File: config.mk
export PLATFORM = sky130hd
export DESIGN_NAME = alu_arbiter_flat
export DESIGN_NICKNAME = d
export VERILOG_FILES = /design/src/rtl/alu_pkg.sv /design/src/rtl/alu_arbiter_if.sv /design/src/rtl/alu4_core.sv /design/src/rtl/alu_arbiter.sv /design/src/flat_wrapper.sv
export SDC_FILE = /design/constraint.sdc
export NUM_CORES = 1
export LEC_CHECK = 0
export CAP_MARGIN = 5
export CORE_ASPECT_RATIO = 0.8
export CORE_MARGIN = 2
export CORE_UTILIZATION = 59
export CTS_CLUSTER_SIZE = 16
export DETAILED_ROUTE_END_ITERATION = 10
export GPL_ROUTABILITY_DRIVEN = 0
export HOLD_SLACK_MARGIN = 0.06
export PLACE_DENSITY = 0.95
export REMOVE_ABC_BUFFERS = 1
export SYNTH_ARGS = -nofsm -noshare
export SYNTH_HDL_FRONTEND = slang
export SYNTH_SLANG_ARGS = --single-unit
File: constraint.sdc
create_clock -name clk -period 8.46 [get_ports clk]
set_clock_uncertainty 0.05 [all_clocks]
set_input_delay 1.692 -clock clk [delete_from_list [all_inputs] [get_ports clk]]
set_output_delay 1.692 -clock clk [all_outputs]
set_load 0.05 [all_outputs]
File: src/rtl/alu_pkg.sv
// rtl/alu_pkg.sv - opcode and FSM state enums shared by the ALU arbiter files
package alu_pkg;

    typedef enum logic [2:0] {
        OP_ADD = 3'b000,
        OP_SUB = 3'b001,
        OP_MUL = 3'b010,
        OP_DIV = 3'b011,
        OP_AND = 3'b100,
        OP_OR  = 3'b101,
        OP_XOR = 3'b110,
        OP_NOT = 3'b111
    } op_e;

    typedef enum logic [1:0] {
        ST_IDLE = 2'd0,
        ST_EXEC = 2'd1,
        ST_RESP = 2'd2
    } state_e;

endpackage

File: src/rtl/alu_arbiter_if.sv
// rtl/alu_arbiter_if.sv - two-requester operation bus plus response channel
interface alu_arbiter_if;

    logic       req0_valid;
    logic [2:0] req0_op;
    logic [3:0] req0_a;
    logic [3:0] req0_b;
    logic       req0_ready;

    logic       req1_valid;
    logic [2:0] req1_op;
    logic [3:0] req1_a;
    logic [3:0] req1_b;
    logic       req1_ready;

    logic       rsp_valid;
    logic       rsp_ready;
    logic       rsp_id;
    logic [7:0] rsp_result;
    logic       rsp_carry;
    logic       rsp_ovf;
    logic       rsp_dz;
    logic       busy;

    modport master (
        output req0_valid, req0_op, req0_a, req0_b,
        output req1_valid, req1_op, req1_a, req1_b,
        output rsp_ready,
        input  req0_ready, req1_ready,
        input  rsp_valid, rsp_id, rsp_result, rsp_carry, rsp_ovf, rsp_dz, busy
    );

    modport slave (
        input  req0_valid, req0_op, req0_a, req0_b,
        input  req1_valid, req1_op, req1_a, req1_b,
        input  rsp_ready,
        output req0_ready, req1_ready,
        output rsp_valid, rsp_id, rsp_result, rsp_carry, rsp_ovf, rsp_dz, busy
    );

endinterface

File: src/rtl/alu4_core.sv
// rtl/alu4_core.sv - purely combinational 4-bit ALU with carry, overflow and divide-by-zero flags
module alu4_core
    import alu_pkg::*;
(
    input  op_e        op,
    input  logic [3:0] a,
    input  logic [3:0] b,
    output logic [7:0] result,
    output logic       carry,
    output logic       ovf,
    output logic       dz
);

    logic [4:0] sum;
    logic [4:0] diff;

    assign sum  = {1'b0, a} + {1'b0, b};
    // bit 4 of the difference is the borrow, so carry is its inverse
    assign diff = {1'b0, a} - {1'b0, b};

    always_comb begin
        result = 8'd0;
        carry  = 1'b0;
        ovf    = 1'b0;
        dz     = 1'b0;
        case (op)
            OP_ADD: begin
                result = {4'd0, sum[3:0]};
                carry  = sum[4];
                ovf    = (a[3] & b[3] & ~sum[3]) | (~a[3] & ~b[3] & sum[3]);
            end
            OP_SUB: begin
                result = {4'd0, diff[3:0]};
                carry  = ~diff[4];
                ovf    = (a[3] & ~b[3] & ~diff[3]) | (~a[3] & b[3] & diff[3]);
            end
            OP_MUL: result = {4'd0, a} * {4'd0, b};
            OP_DIV: begin
                if (b == 4'd0) begin
                    dz = 1'b1;
                end else begin
                    result = {a % b, a / b};
                end
            end
            OP_AND: result = {4'd0, a & b};
            OP_OR:  result = {4'd0, a | b};
            OP_XOR: result = {4'd0, a ^ b};
            OP_NOT: result = {4'd0, ~a};
            default: result = 8'd0;
        endcase
    end

endmodule

File: src/rtl/alu_arbiter.sv
// rtl/alu_arbiter.sv - round-robin arbiter feeding one ALU op at a time through IDLE/EXEC/RESP
module alu_arbiter
    import alu_pkg::*;
(
    input  logic          clk,
    input  logic          rst,
    alu_arbiter_if.slave  bus
);

    state_e     state;
    state_e     state_next;
    logic       last_grant;
    logic       grant;
    logic       accept;
    logic       busy_c;
    logic       rsp_valid_c;

    op_e        cap_op;
    logic [3:0] cap_a;
    logic [3:0] cap_b;
    logic       cap_id;

    logic [7:0] result_q;
    logic       carry_q;
    logic       ovf_q;
    logic       dz_q;

    logic [7:0] core_result;
    logic       core_carry;
    logic       core_ovf;
    logic       core_dz;

    // with both requesting, favour the one not served last
    assign grant = (bus.req0_valid & bus.req1_valid) ? ~last_grant : bus.req1_valid;

    assign bus.req0_ready = (state == ST_IDLE) & ~rst & bus.req0_valid & ~grant;
    assign bus.req1_ready = (state == ST_IDLE) & ~rst & bus.req1_valid & grant;
    assign accept         = bus.req0_ready | bus.req1_ready;

    always_comb begin
        state_next  = state;
        busy_c      = 1'b1;
        rsp_valid_c = 1'b0;
        case (state)
            ST_IDLE: begin
                busy_c = 1'b0;
                if (accept) state_next = ST_EXEC;
            end
            ST_EXEC: state_next = ST_RESP;
            ST_RESP: begin
                rsp_valid_c = 1'b1;
                if (bus.rsp_ready) state_next = ST_IDLE;
            end
            default: state_next = ST_IDLE;
        endcase
    end

    always_ff @(posedge clk or posedge rst) begin
        if (rst) begin
            state <= ST_IDLE;
        end else begin
            state <= state_next;
        end
    end

    always_ff @(posedge clk or posedge rst) begin
        if (rst) begin
            last_grant <= 1'b1;
            cap_op     <= OP_ADD;
            cap_a      <= 4'd0;
            cap_b      <= 4'd0;
            cap_id     <= 1'b0;
            result_q   <= 8'd0;
            carry_q    <= 1'b0;
            ovf_q      <= 1'b0;
            dz_q       <= 1'b0;
        end else begin
            if (accept) begin
                last_grant <= grant;
                cap_id     <= grant;
                cap_op     <= grant ? op_e'(bus.req1_op) : op_e'(bus.req0_op);
                cap_a      <= grant ? bus.req1_a : bus.req0_a;
                cap_b      <= grant ? bus.req1_b : bus.req0_b;
            end
            if (state == ST_EXEC) begin
                result_q <= core_result;
                carry_q  <= core_carry;
                ovf_q    <= core_ovf;
                dz_q     <= core_dz;
            end
        end
    end

    alu4_core u_core (
        .op     (cap_op),
        .a      (cap_a),
        .b      (cap_b),
        .result (core_result),
        .carry  (core_carry),
        .ovf    (core_ovf),
        .dz     (core_dz)
    );

    assign bus.busy       = busy_c;
    assign bus.rsp_valid  = rsp_valid_c;
    assign bus.rsp_id     = cap_id;
    assign bus.rsp_result = result_q;
    assign bus.rsp_carry  = carry_q;
    assign bus.rsp_ovf    = ovf_q;
    assign bus.rsp_dz     = dz_q;

endmodule

File: src/flat_wrapper.sv
// flat-port wrapper written by rule: the top's interface ports become plain ports
module alu_arbiter_flat import alu_pkg::*;
  (clk, rst, bus_req0_valid, bus_req0_op, bus_req0_a, bus_req0_b, bus_req1_valid, bus_req1_op, bus_req1_a, bus_req1_b, bus_rsp_ready, bus_req0_ready, bus_req1_ready, bus_rsp_valid, bus_rsp_id, bus_rsp_result, bus_rsp_carry, bus_rsp_ovf, bus_rsp_dz, bus_busy);
  alu_arbiter_if bus_i ();
  input  logic clk;
  input  logic rst;
  input wire logic [$bits(bus_i.req0_valid)-1:0] bus_req0_valid;
  input wire logic [$bits(bus_i.req0_op)-1:0] bus_req0_op;
  input wire logic [$bits(bus_i.req0_a)-1:0] bus_req0_a;
  input wire logic [$bits(bus_i.req0_b)-1:0] bus_req0_b;
  input wire logic [$bits(bus_i.req1_valid)-1:0] bus_req1_valid;
  input wire logic [$bits(bus_i.req1_op)-1:0] bus_req1_op;
  input wire logic [$bits(bus_i.req1_a)-1:0] bus_req1_a;
  input wire logic [$bits(bus_i.req1_b)-1:0] bus_req1_b;
  input wire logic [$bits(bus_i.rsp_ready)-1:0] bus_rsp_ready;
  output wire logic [$bits(bus_i.req0_ready)-1:0] bus_req0_ready;
  output wire logic [$bits(bus_i.req1_ready)-1:0] bus_req1_ready;
  output wire logic [$bits(bus_i.rsp_valid)-1:0] bus_rsp_valid;
  output wire logic [$bits(bus_i.rsp_id)-1:0] bus_rsp_id;
  output wire logic [$bits(bus_i.rsp_result)-1:0] bus_rsp_result;
  output wire logic [$bits(bus_i.rsp_carry)-1:0] bus_rsp_carry;
  output wire logic [$bits(bus_i.rsp_ovf)-1:0] bus_rsp_ovf;
  output wire logic [$bits(bus_i.rsp_dz)-1:0] bus_rsp_dz;
  output wire logic [$bits(bus_i.busy)-1:0] bus_busy;
  assign bus_i.req0_valid = bus_req0_valid;
  assign bus_i.req0_op = bus_req0_op;
  assign bus_i.req0_a = bus_req0_a;
  assign bus_i.req0_b = bus_req0_b;
  assign bus_i.req1_valid = bus_req1_valid;
  assign bus_i.req1_op = bus_req1_op;
  assign bus_i.req1_a = bus_req1_a;
  assign bus_i.req1_b = bus_req1_b;
  assign bus_i.rsp_ready = bus_rsp_ready;
  assign bus_req0_ready = bus_i.req0_ready;
  assign bus_req1_ready = bus_i.req1_ready;
  assign bus_rsp_valid = bus_i.rsp_valid;
  assign bus_rsp_id = bus_i.rsp_id;
  assign bus_rsp_result = bus_i.rsp_result;
  assign bus_rsp_carry = bus_i.rsp_carry;
  assign bus_rsp_ovf = bus_i.rsp_ovf;
  assign bus_rsp_dz = bus_i.rsp_dz;
  assign bus_busy = bus_i.busy;
  alu_arbiter u_core (.clk(clk), .rst(rst), .bus(bus_i));
endmodule
# Word level (Yosys, flattened, before mapping)
# Cells that the tools add are included.
# W data, S select, Z words.
[totals]
reg_bits = 26
in_bits = 27
output_inout_bits = 16
wordCells = 74
[classes]
n_addsub = 2
n_mul = 1
n_div = 2
n_eq_ne = 11
mux = 15
n_bitwise = 29
n_reduce_logical = 4
[ops]
columns = ["op", "n"]
rows = [
  ["$pmux W8 S8", 1],
  ["$and A1 B1 Y1", 14],
  ["$eq A3 B3 Y1 const B", 4],
  ["$mul A4 B4 Y8", 1],
  ["$mux W4", 2],
  ["$mux W8", 1],
  ["$not A1 Y1", 8],
  ["$eq A3 B2 Y1 const B", 2],
  ["$pmux W2 S3", 1],
  ["$add A4 B4 Y5", 1],
  ["$mux W1", 5],
  ["$sub A4 B4 Y5", 1],
  ["$and A4 B4 Y4", 1],
  ["$div A4 B4 Y4", 1],
  ["$logic_not A4 Y1", 1],
  ["$mod A4 B4 Y4", 1],
  ["$mux W2", 2],
  ["$not A4 Y4", 1],
  ["$or A4 B4 Y4", 1],
  ["$pmux W1 S2", 2],
  ["$xor A4 B4 Y4", 1],
  ["$eq A3 B1 Y1 const B", 1],
  ["$logic_not A3 Y1", 1],
  ["$mux W3", 1],
  ["7 further kinds", 9],
]

# Logic depth before layout (Yosys ltp)
[depth]
word_depth = 7
depth_mapped = 20
ltp_nobuf = 20

# By module
# From an unflattened synthesis, not the netlist that was laid out.
[unflattened]
hier_cells = 284
hier_area_um2 = 2680.1
[by_module_without_submodules]
columns = ["mod", "instances", "cells_each", "area_per_inst_um2", "seq_area_each_um2"]
rows = [
  ["alu4_core", 1, 203, 1584.0, 0.0],
  ["alu_arbiter", 1, 81, 1096.1, 651.9],
]

# Least setup slack after synthesis
# Ideal clock, no wire load.
[synth_path]
kind = "reg2reg"
start = "register u_core.cap_b[0]"
end = "register u_core.result_q[5] (netlist: u_core.bus.rsp_result[5])"
setup_ns = 0.132
t_arrival_ns = 4.449
required_ns = 8.278
slack_ns = 3.829
path_stages_with_launch = 19
path_buffers = 0
period_less_slack_ns = 4.631
cell_sequence = "dfrtp_1 inv_1 ha_1 nor4b_1 a2bb2oi_1 ha_1 o21a_1 o211ai_1 mux2_2 ha_1 or2_2 o311a_1 a21oi_1 ha_1 nor2b_1 o211a_1 o21ba_4 a222oi_1 o21ai_1"
[synth_via]
elab_chain_cells = 3
elab_cells_between_ends = 5
cone_classes = "mul: 1; div: 1; mux: 2; reduce/logical: 1"
[synth_rtl]
columns = ["element", "line_no", "source"]
rows = [
  ["start, declared", "alu_arbiter.sv:20", "logic [3:0] cap_b;"],
  ["start signal, assigned", "alu_arbiter.sv:83", "cap_b <= grant ? bus.req1_b : bus.req0_b;"],
  ["$mod A4 B4 Y4 / $logic_not A4 Y1 (equally long branches)", "alu4_core.sv:42, alu4_core.sv:39", ""],
  ["$mux W8", "alu4_core.sv:39", "if (b == 4'd0) begin"],
  ["$pmux W8 S8 *", "alu4_core.sv:26", "case (op)"],
  ["end signal, assigned", "alu_arbiter.sv:86", "result_q <= core_result;"],
  ["end, declared", "alu_arbiter.sv:23", "logic [7:0] result_q;"],
]
# Mark *: on every way between the ends. The rest lies on a longest branch, timed or not.
# A chain may end at the register's enable or synchronous reset.

# Worst setup path in the final report
[layout_path]
start = "register u_core.cap_b[0]"
end = "register u_core.result_q[4] (netlist: u_core.bus.rsp_result[4])"
# Same word-level chain as after synthesis.

==> impl_metrics.yaml <==
routing:
  total_via_count_in_the_routed_design: 2357
  wl_um: 6440
  drtPass1Iterations: 10
  drtAntennaViolNets: 0
  viasPerCell: 6.15
  dr.first_iter.drc_count: 384
  route.detailed.wl_per_inst_um: 16.8
  drcViolationCount: 1
cts:
  clock_tree.root_cell: "sky130_fd_sc_hd__clkbuf_8"
  cts.hold.buffers_added: 0
  cts-htree-levels: 1
  clock_tree.buffer_depth: 2
  cts-resized-gates: 0
  tritoncts: "done"
  insertion_delay_ns: 0.27
  tritoncts.num_buffers: 3
  clk_pin_slew_worst_paths_ns: 0.10
  clock_sinks: 26
  cts_setup_buffers: 0
setup_path:
  worst_path_largest_cell_delay_ns: 0.53
  critical_path.cell_chain: "inv_1 -> ha_1 -> nor4b_1 -> a2bb2oi_1 -> ha_1 -> o21a_1 -> o211ai_1 -> mux2_2 -> ha_1 -> or2_2 -> o311a_1 -> a21oi_1 -> ha_1 -> nor2b_1 -> o211a_1 -> o21ba_4 -> a222oi_1 -> o21ai_1"
  crit_buf_inv: 1
  timing.reg2reg.setup_slack_ns: 2.96
  path_class: "reg2reg"
  ff2ff_path_depth: 18
  worst_r2r_startpoint: "u_core.cap_b[0]"
  r2r_end: "u_core.bus.rsp_result[4]"
  timing.critical_path.arrival_ns: 5.58
  worst_ep_required_time_ns: 8.54
  critical-path-top-cell-by-count: "sky130_fd_sc_hd__ha_1"
  worst_setup_path_end_kind: "flip-flop"
  slowest_stage_cell_crit_path: "sky130_fd_sc_hd__dfrtp_1"
  timing.critical_path.max_delay_family: "compound AO/OA/AOI/OAI gates"
  worst_setup_path_start_kind: "flip-flop"
  worstPathMaxFanout: 10
run:
  drv.max_cap_violation_count: 0
logic_synthesis:
  ys_async_sr_fraction_pct: 100
  synth_area_sq_mm: 0.00262
  synth.yosys.seq_area_share_pct: 24.8
  post-synth-top-area-cell: "sky130_fd_sc_hd__dfrtp_1"
  synthDominantCellAreaShare_pct: 23.8
  netlist_instances: 290
  synth_seq_cells: 26
  synthFlopType: "sky130_fd_sc_hd__dfrtp_1"
  synthesis.yosys.warnings: 0
  netlist_top_cells_area: "sky130_fd_sc_hd__dfrtp_1, sky130_fd_sc_hd__ha_1, sky130_fd_sc_hd__mux2i_1, sky130_fd_sc_hd__fa_1, sky130_fd_sc_hd__a21oi_1"
  yosysUniqueCellTypes: 51
  count_of_flip_flops_with_a_built_in_enable_after_synthesis: 0
  per_instance_average_area_after_synthesis_sq_um: 9.05
placed_design:
  post-dp-hpwl_um: 4960
  dp_cells: 379
  pre_cts_ws_ns: 3.12
  place.port_buffers: 42
final_layout:
  final_cell_mix: "sky130_fd_sc_hd__clkdlybuf4s50_1, sky130_fd_sc_hd__ha_1, sky130_fd_sc_hd__nor2_1"
  diodes: 0
  layoutNonFillerInstCount: 383
  finalNetCount: 399
  final_common_cell: "sky130_fd_sc_hd__clkdlybuf4s50_1"
  fin_util_pct: 74.0
  area_growth_pct: 19.4
  layout_cell_share_with_drive_strength_beyond_1_pct: 5.52
sta:
  maxClockFrequency_ghz: 0.182
  final_hold_viol_count: 0
  report.final.setup_viol: 0
  post_route_fraction_of_the_period_consumed_by_the_critical_path_pct: 65.0
  setup_tns_ns: 0
  slew-limit-headroom_pct: 35.6
  fin_ws_ns: 2.96
  maxSlewViolCount: 0
  worst_pin_slew_ns: 0.965
  clock_period_minus_worst_slack_ns: 5.50
  grt_setup_unrepaired: "false"
global_route:
  globalRoute.totalOverflow: 0
  antenna_violations_before_repair: 0
  vias_in_the_first_global_route: 2282
  grt_usage_pct: 26.5
  grt_max_degree: 27
  grt_pass1_wl_um: 10500
hold_path:
  hold_class: "reg2reg"
  worst_hold_path.num_cells: 1
  worst_hold_startpoint: "u_core.bus.rsp_dz"
  holdPathEnd: "u_core.bus.rsp_dz"
floorplanning:
  initial_utilization_pct: 62.0
  die_width_um: 78.6
  core-area_sq_mm: 0.00423
  core.rowCount: 21
  top_level_ports: 43
  dieArea_sq_mm: 0.00500
  die_y_extent_um: 63.6
outcome:
  violations: "DRC"
  run_status: "complete, but fails checks"
worst register-to-register path: cells and delay by family, from the launching register on:
family | cells | cell delay [ns]
muxes | 1 | 0.42
buffers and inverters | 1 | 0.19
DFF | 1 | 0.53
adders and majority gates | 4 | 1.10
and+or+nand+nor | 3 | 0.87
AOI/OAI and AO/OA | 9 | 2.20
cell usage after synthesis (6+ instances only):
cell and count:
sky130_fd_sc_hd__inv_1 27, sky130_fd_sc_hd__fa_1 7, sky130_fd_sc_hd__ha_1 38, sky130_fd_sc_hd__mux2i_1 16, sky130_fd_sc_hd__a21oi_1 26, sky130_fd_sc_hd__dfrtp_1 25
sky130_fd_sc_hd__xnor2_1 7, sky130_fd_sc_hd__clkbuf_1 6, sky130_fd_sc_hd__nand2_1 17, sky130_fd_sc_hd__a21o_1 7, sky130_fd_sc_hd__o21ai_0 7, sky130_fd_sc_hd__nor2_1 30
final cells by class:
cell class,count,area [sq um]
Fill cell,320,1100
Sequential cell,26,652
Tap cell,57,71.3
Clock buffer,3,41.3
Timing Repair Buffer,43,428
Clock inverter,1,30.0
Multi-Input combinational cell,225,1800
Inverter,28,105
how the worst max path moves through the flow:
stage	startpoint	to	slack (ns)	depth (start not counted)
6_report	u_core.cap_b[0]	u_core.bus.rsp_result[4]	2.96	18
5_1_grt	u_core.cap_b[0]	u_core.bus.rsp_result[5]	2.89	18
4_1_cts	bus_req1_valid	bus_req1_ready	3.11	5
3_5_place_dp	bus_req1_valid	bus_req1_ready	3.12	5
3_3_place_gp	bus_req1_valid	bus_req1_ready	3.16	5
2_1_floorplan	bus_req1_valid	bus_req1_ready	3.58	2
metal layers:
metal	global-route usage (%)	share of wire, %
met4	8.33	3.1
met1	34.7	41
met2	44.2	47
met3	5.16	9.1
met5	0	0
metrics by stage:
stage               hold WS (ns)  instance area, sq um
global route               0.461                  3130
floorplan                  0.454                  2560
finish                     0.429                  3130
detailed placement         0.416                  3060
CTS                        0.438                  3130
global placement           0.409                  3060
state kept, by name (all words and copies together) (netlist names):
| register | count |
|---|---|
| u_core.bus.rsp_carry | 1 |
| u_core.bus.rsp_dz | 1 |
| u_core.bus.rsp_id | 1 |
| u_core.bus.rsp_ovf | 1 |
| u_core.bus.rsp_result | 8 |
| u_core.cap_a | 4 |
| u_core.cap_b | 4 |
| u_core.cap_op | 3 |
| u_core.last_grant | 1 |
| u_core.state | 2 |
cell families after synthesis:
group / share of synthesized area, %
xor gates and xnor gates: 3.34
AOI/OAI and AO/OA: 20.8
and+or+nand+nor: 12.1
muxes: 9.11
buffers and inverters: 6.39
adders and majority gates: 23.5
DFF: 24.8
Power is left out: the tool's default activity adds up to more than one toggle a clock period on the data nets, which glitch-free logic cannot reach.
==> patch, RTL diff (same settings) <==
Reset style: synchronous (`rst`), changed in 2 clocked blocks.
--- a/src/rtl/alu_arbiter.sv
+++ b/src/rtl/alu_arbiter.sv
@@ -55,7 +55,7 @@
         endcase
     end
 
-    always_ff @(posedge clk or posedge rst) begin
+    always_ff @(posedge clk) begin
         if (rst) begin
             state <= ST_IDLE;
         end else begin
@@ -63,7 +63,7 @@
         end
     end
 
-    always_ff @(posedge clk or posedge rst) begin
+    always_ff @(posedge clk) begin
         if (rst) begin
             last_grant <= 1'b1;
             cap_op     <= OP_ADD;
Function: differs if rst is asserted again (counterexample within 4 cycles, from zero or initial values and one cycle with rst high); with rst held inactive, the same outputs for 10 cycles.
==> patch against the original RTL <==
Synthesized area shrank 1.4%. Setup slack got worse by 0.14 ns. Global-route usage rose by 1.2 points. Sequential cell count did not move. Register-to-register slack improved by 0.39 ns. Synthesized cell count increased by 7.2%. Design area decreased by 1.0%. Count of clock-buffer cells in the layout did not move. Wire length down 0.71%. Critical path type is now in2out. Critical endpoint is now bus_req1_ready.
Power is left out: it rests on default switching activity, and per cell area and clock period it moved more than threefold.
==> patch: results (changes against the original RTL) <==
Placed design
  – Worst slack, placed: 2.823 ns (-0.2999 ns)
  – Placed Cells: 399 (+5.3%)
  – Placed Area: 0.003028 sq mm (-1.1%)

Routing
  – WL met2: 2907 um (-4.1%)
  – Metal-1 WL: 2806 um (+6.7%)
  – Starting DRT DRC Count: 397 (+3.4%)
  – DR vias: 2423 (+2.8%)
  – Routed WL per cell: 15.88 um (-5.6%)
  – DR pass1 iterations: 5 (-5)
  – Metal3 WL: 482 um (-18%)

Critical path
  – CP peak stage delay: 0.80 ns (+0.27 ns)
  – Crit path arrival time: 3.90 ns (-1.68 ns)
  – Delay-heaviest family, CP: buffers and inverters
  – Slowest stage cell, crit path: clkdlybuf4s50_1

Logic synthesis
  – Leading post-synthesis cells by cell area: dfxtp_1, ha_1, fa_1
  – Async SR Flop Fraction: 0% (-100 points)
  – Sequential element share of the synthesized area: 20.13% (-4.7 points)
  – XOR/XNOR Fraction of Synth Area: 3.725% (+0.39 points)
  – Synth cell count leaders: ha_1, nor2_1, nand2_1
  – Adder-cell area share of the yosys netlist: 23.80% (+0.34 points)
  – Syn_area_per_cell: 8.316 sq um (-8.1%)
  – Yosys cell types: 54 (+5.9%)
  – Mux contribution to synthesized area: 7.644% (-1.5 points)

Timing
  – Slew headroom: 43.37% (+7.8 points)

Layout
  – Fraction of layout instances using a drive strength above 1: 6.069% (+0.55 points)
  – Nets: 419 (+5.0%)

GRT
  – GRT met1 Usage: 35.92% (+1.2 points)
  – GRT Util Overall: 27.69% (+1.2 points)
  – Global-route track usage on met2: 46.34% (+2.1 points)
  – GR Util met3: 5.731% (+0.57 points)
  – Number of global-route vias before repair: 2409 (+5.6%)

Clocking
  – H-tree Lvls: 1 (unchanged)

Status
  – Status: finished, final reports clean
-- patch: path summary, 6_finish.rpt --
kind | start | to | slack, ns | depth (start not counted)
worst max-delay path | bus_req1_valid | bus_req1_ready | 2.82 | 4
worst min-delay path | u_core.bus.rsp_result[7]$_SDFFE_PP0N_ | u_core.bus.rsp_result[7]$_SDFFE_PP0N_ | 0.41 | 2
worst max register to register | u_core.cap_b[0]$_SDFFE_PP0P_ | u_core.bus.rsp_result[7]$_SDFFE_PP0N_ | 3.35 | 20
worst min register to register | u_core.bus.rsp_result[7]$_SDFFE_PP0N_ | u_core.bus.rsp_result[7]$_SDFFE_PP0N_ | 0.41 | 2
-- patch: area by class of cell --
type | instances | area, sq um
Inverter | 30 | 112.6
Clock inverter | 1 | 30.03
Fill cell | 306 | 1105
Multi-Input combinational cell | 243 | 1896
Tap cell | 57 | 71.32
Sequential cell | 26 | 520.5
Clock buffer | 3 | 41.29
Timing Repair Buffer | 43 | 427.9
